===== src/rtl/icu_param_if.sv =====
// ---------------------------------------------------------------------------
// icu_param_if
// Bundles the signals between the interrupt control unit and its environment.
//   i_interrupt  peripheral interrupt request lines (line 0 is bit 0)
//   i_cs/i_we    register chip select / write enable
//   i_addr       register address
//   i_data       register write data
//   o_data       registered read data
//   i_inta       CPU interrupt acknowledge (acts on its rising edge)
//   o_intr       registered interrupt request to the CPU
//   o_vector     registered vector of the acknowledged line
// The master modport is the CPU/peripheral side; the slave modport is the ICU.
// ---------------------------------------------------------------------------
interface icu_param_if #(
    parameter int N_IRQ = 8,
    parameter int DW    = 8,
    parameter int VEC_W = 8
);
    logic [N_IRQ-1:0] i_interrupt;
    logic             i_cs;
    logic             i_we;
    logic [2:0]       i_addr;
    logic [DW-1:0]    i_data;
    logic [DW-1:0]    o_data;
    logic             i_inta;
    logic             o_intr;
    logic [VEC_W-1:0] o_vector;

    modport master (
        output i_interrupt, i_cs, i_we, i_addr, i_data, i_inta,
        input  o_data, o_intr, o_vector
    );

    modport slave (
        input  i_interrupt, i_cs, i_we, i_addr, i_data, i_inta,
        output o_data, o_intr, o_vector
    );
endinterface


===== src/rtl/icu_param.sv =====
// ---------------------------------------------------------------------------
// icu_param
// Parametrised interrupt control unit between peripheral IRQ lines and the CPU.
// Per-line edge/level capture, fixed or rotating priority, nested in-service
// masking, programmable vector base, specific and non-specific EOI.
// Ports:
//   i_clk    system clock, rising edge
//   i_rst_n  asynchronous active-low reset
//   bus      icu_param_if.slave: register port, IRQ lines, INTA handshake
// Register map: 0 IMR, 1 MODE (1 = level), 2 VBASE, 3 EOI (wo), 4 IRR (ro),
//               5 ISR (ro), 6 CTRL (bit0 = rotate). Other addresses read 0.
// ---------------------------------------------------------------------------
module icu_param #(
    parameter int N_IRQ = 8,
    parameter int DW    = 8,
    parameter int VEC_W = 8
) (
    input  logic        i_clk,
    input  logic        i_rst_n,
    icu_param_if.slave  bus
);
    localparam int             IW   = (N_IRQ > 1) ? $clog2(N_IRQ) : 1;
    localparam logic [IW-1:0]  LAST = IW'(N_IRQ - 1);

    logic [N_IRQ-1:0] imr, mode, irr, isr, irq_prev;
    logic [VEC_W-1:0] vbase;
    logic             rotate;
    logic [IW-1:0]    ptr;
    logic             inta_prev;
    logic             intr_q;
    logic [VEC_W-1:0] vector_q;
    logic [DW-1:0]    data_q;

    logic [N_IRQ-1:0] pending;
    logic [IW-1:0]    base, cand, isr_top, sel;
    logic             cand_vld, isr_vld;
    int               idx;

    assign pending = irr & ~imr;

    // Walk the lines in priority order. A pending line only qualifies if it is
    // met before any in-service line, i.e. strictly higher than every ISR bit.
    always_comb begin
        base     = '0;
        cand     = '0;
        cand_vld = 1'b0;
        isr_top  = '0;
        isr_vld  = 1'b0;
        idx      = 0;
        sel      = '0;
        if (rotate && ptr != LAST)
            base = ptr + IW'(1);
        for (int i = 0; i < N_IRQ; i++) begin
            idx = int'(base) + i;
            if (idx >= N_IRQ)
                idx = idx - N_IRQ;
            sel = IW'(idx);
            if (isr[sel] && !isr_vld) begin
                isr_vld = 1'b1;
                isr_top = sel;
            end
            if (pending[sel] && !isr_vld && !cand_vld) begin
                cand_vld = 1'b1;
                cand     = sel;
            end
        end
    end

    logic             wr, rd, eoi_wr, inta_rise, ack, spur;
    logic [N_IRQ-1:0] ack_mask, eoi_mask, edge_set, irr_next;
    logic             eoi_upd;
    logic [IW-1:0]    eoi_line;
    logic [DW-1:0]    rd_mux;

    assign wr        = bus.i_cs & bus.i_we;
    assign rd        = bus.i_cs & ~bus.i_we;
    assign eoi_wr    = wr && (bus.i_addr == 3'd3);
    assign inta_rise = bus.i_inta & ~inta_prev;
    // An acknowledge needs a request on the line and a candidate still present.
    assign ack       = inta_rise & intr_q & cand_vld;
    assign spur      = inta_rise & ~ack;
    assign edge_set  = bus.i_interrupt & ~irq_prev;
    // Edge lines: a fresh edge wins over the acknowledge clear of the same line.
    assign irr_next  = (mode & bus.i_interrupt) |
                       (~mode & ((irr & ~ack_mask) | edge_set));

    always_comb begin
        ack_mask = '0;
        if (ack)
            ack_mask[cand] = 1'b1;
    end

    always_comb begin
        eoi_mask = '0;
        eoi_upd  = 1'b0;
        eoi_line = '0;
        if (eoi_wr) begin
            if (bus.i_data[DW-1]) begin
                if (isr_vld) begin
                    eoi_mask[isr_top] = 1'b1;
                    eoi_upd           = 1'b1;
                    eoi_line          = isr_top;
                end
            end else begin
                for (int k = 0; k < N_IRQ; k++) begin
                    if (int'(bus.i_data[2:0]) == k && isr[k]) begin
                        eoi_mask[k] = 1'b1;
                        eoi_upd     = 1'b1;
                        eoi_line    = IW'(k);
                    end
                end
            end
        end
    end

    always_comb begin
        rd_mux = '0;
        case (bus.i_addr)
            3'd0:    rd_mux = DW'(imr);
            3'd1:    rd_mux = DW'(mode);
            3'd2:    rd_mux = DW'(vbase);
            3'd4:    rd_mux = DW'(irr);
            3'd5:    rd_mux = DW'(isr);
            3'd6:    rd_mux = DW'(rotate);
            default: rd_mux = '0;
        endcase
    end

    always_ff @(posedge i_clk or negedge i_rst_n) begin
        if (!i_rst_n) begin
            imr       <= '1;
            mode      <= '0;
            vbase     <= VEC_W'(32'h20);
            rotate    <= 1'b0;
            irr       <= '0;
            isr       <= '0;
            irq_prev  <= '0;
            ptr       <= LAST;
            inta_prev <= 1'b0;
            intr_q    <= 1'b0;
            vector_q  <= '0;
            data_q    <= '0;
        end else begin
            irq_prev  <= bus.i_interrupt;
            inta_prev <= bus.i_inta;
            irr       <= irr_next;
            // Acknowledge uses the pre-EOI ISR; both updates merge here.
            isr       <= (isr & ~eoi_mask) | ack_mask;
            intr_q    <= cand_vld & ~ack;
            if (eoi_upd)
                ptr <= eoi_line;
            if (ack)
                vector_q <= vbase + VEC_W'(cand);
            else if (spur)
                vector_q <= vbase + VEC_W'(N_IRQ);
            if (rd)
                data_q <= rd_mux;
            if (wr) begin
                case (bus.i_addr)
                    3'd0:    imr    <= bus.i_data[N_IRQ-1:0];
                    3'd1:    mode   <= bus.i_data[N_IRQ-1:0];
                    3'd2:    vbase  <= VEC_W'(bus.i_data);
                    3'd6:    rotate <= bus.i_data[0];
                    default: ;
                endcase
            end
        end
    end

    assign bus.o_intr   = intr_q;
    assign bus.o_vector = vector_q;
    assign bus.o_data   = data_q;
endmodule


===== src/flat_wrapper.sv =====
// flat-port wrapper written by rule: the top's interface ports become plain ports
module icu_param_flat 
#(
    parameter int N_IRQ = 8,
    parameter int DW    = 8,
    parameter int VEC_W = 8
)
  (i_clk, i_rst_n, bus_i_interrupt, bus_i_cs, bus_i_we, bus_i_addr, bus_i_data, bus_i_inta, bus_o_data, bus_o_intr, bus_o_vector);
  icu_param_if #(.N_IRQ(N_IRQ), .DW(DW), .VEC_W(VEC_W)) bus_i ();
  input  logic i_clk;
  input  logic i_rst_n;
  input wire logic [$bits(bus_i.i_interrupt)-1:0] bus_i_interrupt;
  input wire logic [$bits(bus_i.i_cs)-1:0] bus_i_cs;
  input wire logic [$bits(bus_i.i_we)-1:0] bus_i_we;
  input wire logic [$bits(bus_i.i_addr)-1:0] bus_i_addr;
  input wire logic [$bits(bus_i.i_data)-1:0] bus_i_data;
  input wire logic [$bits(bus_i.i_inta)-1:0] bus_i_inta;
  output wire logic [$bits(bus_i.o_data)-1:0] bus_o_data;
  output wire logic [$bits(bus_i.o_intr)-1:0] bus_o_intr;
  output wire logic [$bits(bus_i.o_vector)-1:0] bus_o_vector;
  assign bus_i.i_interrupt = bus_i_interrupt;
  assign bus_i.i_cs = bus_i_cs;
  assign bus_i.i_we = bus_i_we;
  assign bus_i.i_addr = bus_i_addr;
  assign bus_i.i_data = bus_i_data;
  assign bus_i.i_inta = bus_i_inta;
  assign bus_o_data = bus_i.o_data;
  assign bus_o_intr = bus_i.o_intr;
  assign bus_o_vector = bus_i.o_vector;
  icu_param #(.N_IRQ(N_IRQ), .DW(DW), .VEC_W(VEC_W)) u_core (.i_clk(i_clk), .i_rst_n(i_rst_n), .bus(bus_i));
endmodule

===== config.mk =====
export PLATFORM = sky130hd
export DESIGN_NAME = icu_param_flat
export DESIGN_NICKNAME = d
export VERILOG_FILES = /design/src/rtl/icu_param_if.sv /design/src/rtl/icu_param.sv /design/src/flat_wrapper.sv
export SDC_FILE = /design/constraint.sdc
export NUM_CORES = 1
export LEC_CHECK = 0
export ABC_AREA = 1
export BUFFER_PORTS_ARGS = -buffer_cell sky130_fd_sc_hd__buf_2
export CAP_MARGIN = 0
export CORE_MARGIN = 2
export CORE_UTILIZATION = 45
export CTS_CLUSTER_SIZE = 12
export DETAILED_ROUTE_END_ITERATION = 10
export RECOVER_POWER = 25
export SLEW_MARGIN = 40
export SYNTH_ARGS = -nofsm -noshare
export SYNTH_HDL_FRONTEND = slang
export SYNTH_SLANG_ARGS = --single-unit

===== constraint.sdc =====
create_clock -name i_clk -period 8.8 [get_ports i_clk]
set_input_delay 1.76 -clock i_clk [delete_from_list [all_inputs] [get_ports i_clk]]
set_output_delay 1.76 -clock i_clk [all_outputs]
set_load 0.01 [all_outputs]

==> results.txt, run 1 <==
The run finished, with violations left. The final reports fail on capacitance limit, slew limit. The share of final-layout standard cells stronger than drive strength 1 works out to 18.42%. The worst setup skew after layout was 0.01248 ns; the average vias per placed instance was 5.556. In this run, synthesis inferred 0 flip-flops with an integrated enable. The floorplan step defined a die boundary enclosing 12850 µm². For the count of hold-fix buffers inserted at cts, the log shows 0. The count of cells along the worst register-to-register path was 22. For the number of endpoints failing setup at the final stage, the log shows 0.

Entering global routing, the biggest net connects 71 pins. In this run, the combinational gates consume 64.2% of the power. The net count of the finished layout is 837. During placement, the flow inserted port buffers numbering 40.

The number of instances resized during post-cts repair is 0, and the mean area per synthesized cell is 7.007 µm². For this run, the register share of the synthesized area comes to 32.83%. For the part of the total power dissipated in the clock network, the log shows 14.5%. The critical path is of the reg2reg type.

For the post-synth design cell area, the log shows 5381 µm². The initialized floorplan defines 39 standard-cell rows. The relative contribution of sequential cells to total power is 21.3%.

Reported leakage power: 3.003 nW. Wires add up to 16.24 mm. The required time of the worst setup path was 9.06 ns. The weighted congestion reported at the end of routability-driven placement was 0.9413; the number of instances in the synthesized netlist was 768.

TritonCTS built the clock tree. In the synthesized netlist the dominant register cell turns out to be sky130_fd_sc_hd__dfrtp_1. The number of max-slew violations in the final report is 71.

The tree built by TritonCTS fans out to 70 sinks. The total overflow left after global routing is 0. The largest stage delay on the critical path was 0.83 ns; the ratio of final minimum period to clock period was 58.49%. The hold violation total from the final report was 0; the detail-routed net length per standard cell was 17.06 µm.

The maximum clock rate came out at 194.3 MHz. Of all nets on the critical path, the largest fanout is 18. When the netlist entered floorplanning its net count stood at 801. The logs give 1 for the number of violations of the max-capacitance limit and 5023 for the via count of the first global-routing pass.

The synthesized design contains 70 register bits. The critical path endpoint category was a register. The logs give 26.35 mm for the wire length of the first global-routing pass and 1167 for the number of filler cells placed in the layout. The remaining number of nets flagged by the antenna check after routing is 0. The initial core utilization was 46.53%; the buffers plus inverters on the worst setup path was 3. The final routed DRC violation total is 0, and the core utilization of the finished layout is 51.38%. Compared with the post-synthesis result, the final layout area differs by 10.42%. The tools report the total routing resource utilization after global routing as 26.55%.

The tools report the number of antenna violations at the first check in global routing as 0. Slowest cell on the critical path: sky130_fd_sc_hd__dfrtp_1. The die is 113.4 µm wide. The power per cell area works out to 397.4 nW/µm². The tools report the CTS buffer count as 9. During synthesis, Yosys emitted a total of 0 warnings. For this run, asynchronously set or reset flops after synthesis account for 100.0%. In this run the number of cells on the critical path is 22. The signal on the critical path passes through nand3_2 -> ha_1 -> inv_1 -> nand3_1 -> nand2_1 -> nand2_1 -> nand2_2 -> clkinv_1 -> nor2_2 -> nand3_1 -> nor2_2 -> nor2_4 -> nand3_4 -> nand3_2 -> nand2_2 -> inv_1 -> ha_1 -> fa_1 -> a21oi_1 -> nor2_1 -> xnor2_1 -> o211ai_1. Subtracting the final worst setup slack from the clock period gives 5.148 ns. For the worst setup path, the data arrival time is 5.40 ns. The count of H-tree levels built during CTS came out at 3.

Setup repair after global routing left no endpoint under its margin. The min-delay analysis places its worst path in the category reg2reg. The tools report the post-CTS repair timing setup buffer count as 0.

The run gives 350 as the DRC violation total after the first TritonRoute iteration. The wire-length estimate of the detail-placed layout is 12.66 mm. In this run the count of I/O pins placed on the die edge is 41.

Summing over every cut layer, the via total after detailed routing is 5289. Commonest non-fill, non-tap cell in the layout: sky130_fd_sc_hd__nand2_1. The cell depth of the worst hold path works out to 2. Measured along the y axis, the die boundary spans 113.4 µm. The clock root buffer is sky130_fd_sc_hd__clkbuf_16. The tools report the number of diodes added for antenna fixing as 0. The worst-margin pin slew works out to 3.723 ns.

The worst pin sits at a relative slew slack of -148.2%. Counting along the longest clock path gives a buffer depth of 2. The top cell family by delay on the critical path is simple AND/OR/NAND/NOR gates.

The worst-case IR drop observed on VDD is 178.4 µV. The clock reaches the later pin of the worst-skew pair after 0.34 ns. Clock-pin slew was measured on the worst setup and hold paths at 0.06 ns. The tools report the sort of element at the start of the critical path as a register. The run gives 11560 µm² as the placeable core region. The switching power summed over all nets is 1.281 mW, and the design internal power is 1.080 mW.

In the layout the commonest cells are sky130_fd_sc_hd__nand2_1, sky130_fd_sc_hd__nand3_1, sky130_fd_sc_hd__inv_1, sky130_fd_sc_hd__dfrtp_1, sky130_fd_sc_hd__o21ai_0. The count of cell types in the netlist came out at 47. Adding up every negative setup slack in the final design gives 0 ns. The pre-antenna-repair detailed-routing pass consisted of 5 iterations. The proportion of total power due to net switching works out to 54.26%.
==> power groups by stage <==
stage	Clock, mW	Sequential (mW)	Combinational, mW
4_1_cts	0.349	0.501	1.51
3_5_place_dp	0	0.506	1.50
6_report	0.342	0.503	1.52
5_1_grt	0.363	0.515	1.68
2_1_floorplan	0	0.484	1.17
3_3_place_gp	0	0.503	1.49
==> area by class of cell <==
class	count	area [µm²]	area share, %
Timing Repair Buffer	42	210.2	3.538
Multi-Input combinational cell	586	3151	53.02
Clock buffer	11	242.7	4.085
Tap cell	143	178.9	3.011
Sequential cell	70	1767	29.73
Clock inverter	5	33.78	0.5685
Inverter	95	359.1	6.043
==> worst reg2reg max path: stages (launching register included) <==
cell and delay (ns):
sky130_fd_sc_hd__dfrtp_1 0.83, sky130_fd_sc_hd__nand3_2 0.58, sky130_fd_sc_hd__ha_1 0.63, sky130_fd_sc_hd__inv_1 0.30, sky130_fd_sc_hd__nand3_1 0.15, sky130_fd_sc_hd__nand2_1 0.10
sky130_fd_sc_hd__nand2_1 0.07, sky130_fd_sc_hd__nand2_2 0.13, sky130_fd_sc_hd__clkinv_1 0.09, sky130_fd_sc_hd__nor2_2 0.19, sky130_fd_sc_hd__nand3_1 0.14, sky130_fd_sc_hd__nor2_2 0.15
sky130_fd_sc_hd__nor2_4 0.08, sky130_fd_sc_hd__nand3_4 0.12, sky130_fd_sc_hd__nand3_2 0.10, sky130_fd_sc_hd__nand2_2 0.12, sky130_fd_sc_hd__inv_1 0.05, sky130_fd_sc_hd__ha_1 0.22
sky130_fd_sc_hd__fa_1 0.49, sky130_fd_sc_hd__a21oi_1 0.17, sky130_fd_sc_hd__nor2_1 0.06, sky130_fd_sc_hd__xnor2_1 0.12, sky130_fd_sc_hd__o211ai_1 0.17
==> worst paths after layout <==
check	from	end	slack, ns
setup / recovery	u_core.rotate$_DFFE_PN0P_	u_core.bus.o_vector[4]$_DFFE_PN0P_	3.65
hold reg to reg	u_core.bus.o_data[0]$_DFFE_PN0P_	u_core.bus.o_data[0]$_DFFE_PN0P_	0.48
max in group asynchronous	i_rst_n	u_core.isr[3]$_DFF_PN0_	3.91
min in group asynchronous	i_rst_n	u_core.bus.o_data[6]$_DFFE_PN0P_	2.81
hold / removal	u_core.bus.o_data[0]$_DFFE_PN0P_	u_core.bus.o_data[0]$_DFFE_PN0P_	0.48
setup reg to reg	u_core.rotate$_DFFE_PN0P_	u_core.bus.o_vector[4]$_DFFE_PN0P_	3.65
==> stage by stage <==
stage | area, µm² | setup WS [ns] | instances | power [mW] | hold slack [ns]
after floorplan | 5381 | 4.424 | 768 | 1.654 | 0.4491
after global placement | 5663 | 3.772 | 936 | 1.995 | 0.4611
after detailed placement | 5672 | 3.694 | 936 | 2.007 | 0.4627
after CTS | 5948 | 3.665 | 952 | 2.359 | 0.4890
after global routing | 5942 | 3.053 | 952 | 2.563 | 0.5022
final | 5942 | 3.652 | 952 | 2.361 | 0.4811
==> cell usage after synthesis, types with 7 or more instances <==
cell / instances / area share, %
sky130_fd_sc_hd__nor2_2: 7 / 0.81
sky130_fd_sc_hd__inv_1: 83 / 5.8
sky130_fd_sc_hd__ha_1: 8 / 1.9
sky130_fd_sc_hd__inv_2: 9 / 0.63
sky130_fd_sc_hd__nand3_2: 14 / 2.6
sky130_fd_sc_hd__nor3_1: 10 / 0.93
sky130_fd_sc_hd__nand2_1: 226 / 16
sky130_fd_sc_hd__nand2_2: 17 / 2.0
sky130_fd_sc_hd__dfstp_2: 12 / 5.9
sky130_fd_sc_hd__nor2_4: 10 / 2.1
sky130_fd_sc_hd__nand3_1: 91 / 8.5
sky130_fd_sc_hd__nand4_1: 9 / 1.0
sky130_fd_sc_hd__o21ai_0: 55 / 5.1
sky130_fd_sc_hd__dfrtp_1: 58 / 27
sky130_fd_sc_hd__a21oi_1: 19 / 1.8
sky130_fd_sc_hd__nor2_1: 53 / 3.7
==> flip-flops by register name, summed over array words and instances (netlist names) <==
signal / flops
u_core.irq_prev: 8
u_core.bus.o_vector: 8
u_core.bus.o_data: 8
u_core.vbase: 8
u_core.ptr: 3
u_core.mode: 8
u_core.rotate: 1
u_core.bus.o_intr: 1
u_core.imr: 8
u_core.irr: 8
u_core.isr: 8
u_core.inta_prev: 1
==> kinds of logic after synthesis <==
logic type / synth area share, %
simple gates: 42.52
buf+inv: 8.765
compound gates: 12.35
flops: 32.83
fa+ha+maj: 2.232
xor+xnor: 1.302
==> metal layers <==
metal  up-vias  global-route usage, %  part of all wire [%]
met5         -                      0                     0
met4         0                  7.805                   1.8
met3        21                  4.767                   7.0
met2       159                  42.40                    46
met1      2512                  36.98                    45
li1       2597                      -                     -
(Power assumes the default switching activity.)
==> run 2: changes to the inputs <==
ABC_AREA = 0   (was 1)
clock period = 5 ns   (was 8.8 ns; I/O delays follow)
==> results.txt, run 2 <==
In the detailed route, the total length drawn on met2 is 7.887 mm. The synthesis-to-finish area growth works out to 15.99%. The sequential area share after synthesis was 32.08%; the die span in x was 114.6 µm. Of the cells placed in the final design, the portion with a size suffix greater than 1 is 31.32%. The die covers 13140 µm². For the count of nets after finishing, the log shows 673. The number of vias after detailed routing came out at 4816. The share of total power dissipated in the clock network is 14.3%.

Cell type with the highest aggregate area in the netlist: sky130_fd_sc_hd__dfrtp_1. Summed over all failing endpoints, the final setup total negative slack is 0 ns. Setup repair after global routing could not meet its margin everywhere. Power spread over the standard cell area amounts to 770.4 nW/µm². The endpoint identified for the worst register-to-register timing path is u_core.bus.o_vector[4]$_DFFE_PN0P_. Buffers inserted during clock tree synthesis total 9.

On the final layout, the worst clock skew is 0.006790 ns. For the number of max-slew violations in the final report, the log shows 39. The run gives 80 as the count of cell types in the netlist. Pin placement for this block handled 41 I/O pins. In this run the critical register-to-register path is launched from u_core.ptr[0]$_DFFE_PN1P_. At the end of the flow the core is filled with cells to 53.41%. Setup slack on the worst reg-to-reg path comes out at 0.18 ns. For this run, the leading register cell type out of synthesis is sky130_fd_sc_hd__dfrtp_1. Before antenna repair, the detailed router went through 5 iterations.

For this run, design rule violations remaining after detail routing come to 0. In the finished design, the share of the clock period the worst path needs comes to 96.40%. The smallest clock period supported by the final layout is computed as 4.820 ns.

The clock edge transition at the registers on the reported setup and hold paths was 0.06 ns; the maximum ir drop on the vdd rail was 269.9 µV. For this run, asynchronously set or reset flops after synthesis account for 100.0%. During synthesis, Yosys emitted a total of 0 warnings.

The top cell type by area accounts for 26.35% of the synthesized area. The analysis attributes to cell leakage a power of 2.695 nW. DRC violation total after the first TritonRoute iteration: 333. The tree is rooted in a sky130_fd_sc_hd__clkbuf_16. The HPWL after detailed placement is 12.39 mm.

The number of violations of the max-capacitance limit came out at 1. The worst min-delay path startpoint was u_core.bus.o_vector[3]$_DFFE_PN0P_. The number of antenna violations at the first check in global routing came out at 0. The count of hold-fix buffers inserted at cts is 0, and the average vias per placed instance is 6.081. The synthesized design contains 70 register bits. The library cells used most frequently in the layout, excluding fill and tap cells, are sky130_fd_sc_hd__dfrtp_1, sky130_fd_sc_hd__nand2_1, sky130_fd_sc_hd__mux2_2, sky130_fd_sc_hd__o21ai_0, sky130_fd_sc_hd__buf_4. After detailed routing, the average wire length per cell comes to 20.50 µm. In this run the worst setup path begins at u_core.ptr[0]$_DFFE_PN1P_. Sorting the synthesized cells by how often they occur yields sky130_fd_sc_hd__dfrtp_1, sky130_fd_sc_hd__nand2_1, sky130_fd_sc_hd__mux2_2, sky130_fd_sc_hd__o21ai_0, sky130_fd_sc_hd__mux2i_1.

The tightest min-delay check is of the reg2reg type. Setup violations remaining at the end of the flow were counted as 0. Synthesis handed over a netlist of 583 instances. The number of diodes added for antenna fixing was 0; the detailed-routing wirelength on met1 was 7.070 mm. The tools report the combinational fraction of design power as 66.6%. The wire length on met3 is 757 µm. The largest fanout of any net on the critical path came out at 7.

The worst-margin pin slew came out at 2.130 ns. The detail route stage leaves a number of antenna-violating nets equal to 0. The initial utilization of the core area, before any placement, comes to 46.05%. The synthesized design contains 0 enable-type register cells. Classification of the worst setup path: reg2reg. For the worst flop-to-flop path, the logic depth is 22. Data arrives at the worst endpoint at 5.04 ns. Headroom to the max-slew limit came out at -42.01%.

Uppermost layer routed: met4. TritonCTS built the clock tree. The first global-routing pass estimated 25.50 mm of wire. Yosys attributes the largest share of cell area to sky130_fd_sc_hd__dfrtp_1, sky130_fd_sc_hd__mux2_2, sky130_fd_sc_hd__mux2i_1. The worst setup path is launched from a register.

The total routing resource utilization after global routing is 25.62%. The leading cell type by number of instances after synthesis was sky130_fd_sc_hd__dfrtp_1. For the weighted congestion reported at the end of routability-driven placement, the log shows 0.9105. Net switching is 47.12% of the power.

The critical path endpoint category was a register. For the number of rows in the core area, the log shows 40. The total of buffers placed on input and output ports is 40, and the relative contribution of sequential cells to total power is 19.1%.

The run gives 5.22 ns as the required time of the worst setup path. The end point of the critical path is u_core.bus.o_vector[4]$_DFFE_PN0P_. The analysis attributes to net switching a power of 2.319 mW. The run gives 3 as the count of H-tree levels built during CTS.

Global routing finished with a remaining overflow of 0. The run finished, with violations left. Derived from the worst setup path, the maximum achievable clock frequency is 207.5 MHz. From bottom edge to top edge, the die measures 114.6 µm.

The cell area that synthesis handed to floorplanning was 5508 µm². The pin count of the biggest net entering global routing is 39. For this design, the sink count on the clock tree is 70. When the netlist entered floorplanning its net count stood at 616. The run gives 4604 as the via count of the first global-routing pass.

The logs give 2.603 mW for the design internal power and 0 for the hold violation total from the final report. Leaving out fill and tap cells, the most frequent cell in the layout is sky130_fd_sc_hd__dfrtp_1. The clock insertion delay at the later pin of the skew report was 0.34 ns; the mean area per synthesized cell was 9.447 µm². The clock passes through at most 2 buffers. The checks that failed: capacitance limit, slew limit. The run gives 11960 µm² as the placeable core region. For this block, the routed nets add up to 16.23 mm of wire.
-- run 2: layout make-up --
class                           instances  area, µm²
Timing Repair Buffer                   77      470.5
Clock buffer                           10      239.0
Sequential cell                        70       1767
Multi-Input combinational cell        462       3555
Inverter                               20      80.08
Tap cell                              147      183.9
Clock inverter                          6      93.84
Fill cell                            1104       5573
-- run 2: critical path, stage by stage (launching register included) --
cell                       delay [ns]
sky130_fd_sc_hd__dfstp_2         0.41
sky130_fd_sc_hd__ha_1            0.21
sky130_fd_sc_hd__ha_1            0.20
sky130_fd_sc_hd__nand2b_2        0.24
sky130_fd_sc_hd__nor2_4          0.11
sky130_fd_sc_hd__inv_1           0.08
sky130_fd_sc_hd__ha_1            0.23
sky130_fd_sc_hd__buf_4           0.18
sky130_fd_sc_hd__xnor2_2         0.24
sky130_fd_sc_hd__buf_4           0.18
sky130_fd_sc_hd__mux4_2          0.59
sky130_fd_sc_hd__nor2_1          0.21
sky130_fd_sc_hd__nand2_1         0.11
sky130_fd_sc_hd__nor4_2          0.30
sky130_fd_sc_hd__nor4_2          0.08
sky130_fd_sc_hd__o22ai_2         0.19
sky130_fd_sc_hd__ha_1            0.23
sky130_fd_sc_hd__fa_1            0.24
sky130_fd_sc_hd__a21oi_2         0.08
sky130_fd_sc_hd__nor2b_1         0.14
sky130_fd_sc_hd__xnor2_1         0.13
sky130_fd_sc_hd__nor3_1          0.06
sky130_fd_sc_hd__a221o_1         0.27
-- run 2: what timing repair did --
action | CTS | global route
setup endpoints to repair | 0 | 5
endpoints found under the hold margin | 0 | 0
gates resized for setup | 0 | 8
buffers inserted | 0 | 3
-- run 2: logic make-up after synthesis --
group	share of synthesized area [%]
AOI/OAI and AO/OA	17.33
xor gates and xnor gates	1.431
adders and majority gates	2.181
buffers and inverters	4.611
DFF	32.08
muxes	21.79
and+or+nand+nor	20.58
-- run 2: metal layers --
layer,track usage (%),vias to the layer above
li1,-,2280
met1,33.76,2358
met2,42.64,141
met3,3.282,37
met4,10.57,0
met5,0,-
-- run 2: power by group through the flow --
stage | clock network (mW) | logic [mW] | registers, mW
floorplan | 0 | 2.24 | 0.868
global placement | 0 | 3.17 | 0.938
detailed placement | 0 | 3.16 | 0.946
CTS | 0.715 | 3.18 | 0.937
global route | 0.738 | 3.54 | 0.958
finish | 0.706 | 3.28 | 0.938
-- run 2: worst min path at each step --
stage / to / slack [ns] / depth (start not counted)
2_1_floorplan: u_core.mode[7]$_DFFE_PN0P_ / 0.45 / 2
3_3_place_gp: u_core.bus.o_vector[0]$_DFFE_PN0P_ / 0.45 / 2
3_5_place_dp: u_core.bus.o_vector[0]$_DFFE_PN0P_ / 0.46 / 2
4_1_cts: u_core.bus.o_vector[0]$_DFFE_PN0P_ / 0.48 / 2
5_1_grt: u_core.bus.o_vector[0]$_DFFE_PN0P_ / 0.50 / 2
6_report: u_core.bus.o_vector[3]$_DFFE_PN0P_ / 0.47 / 2
-- run 2: through the flow --
step | area (µm²) | total power [mW] | std cells | worst slack (ns) | hold slack (ns)
finish | 6389 | 4.922 | 792 | 0.1802 | 0.4731
global route | 6389 | 5.232 | 792 | -0.07890 | 0.5039
CTS | 6335 | 4.828 | 789 | 0.09713 | 0.4781
detailed placement | 6002 | 4.104 | 773 | 0.09711 | 0.4637
global placement | 6000 | 4.105 | 773 | 0.2270 | 0.4469
floorplan | 5538 | 3.107 | 583 | 0.009910 | 0.4498
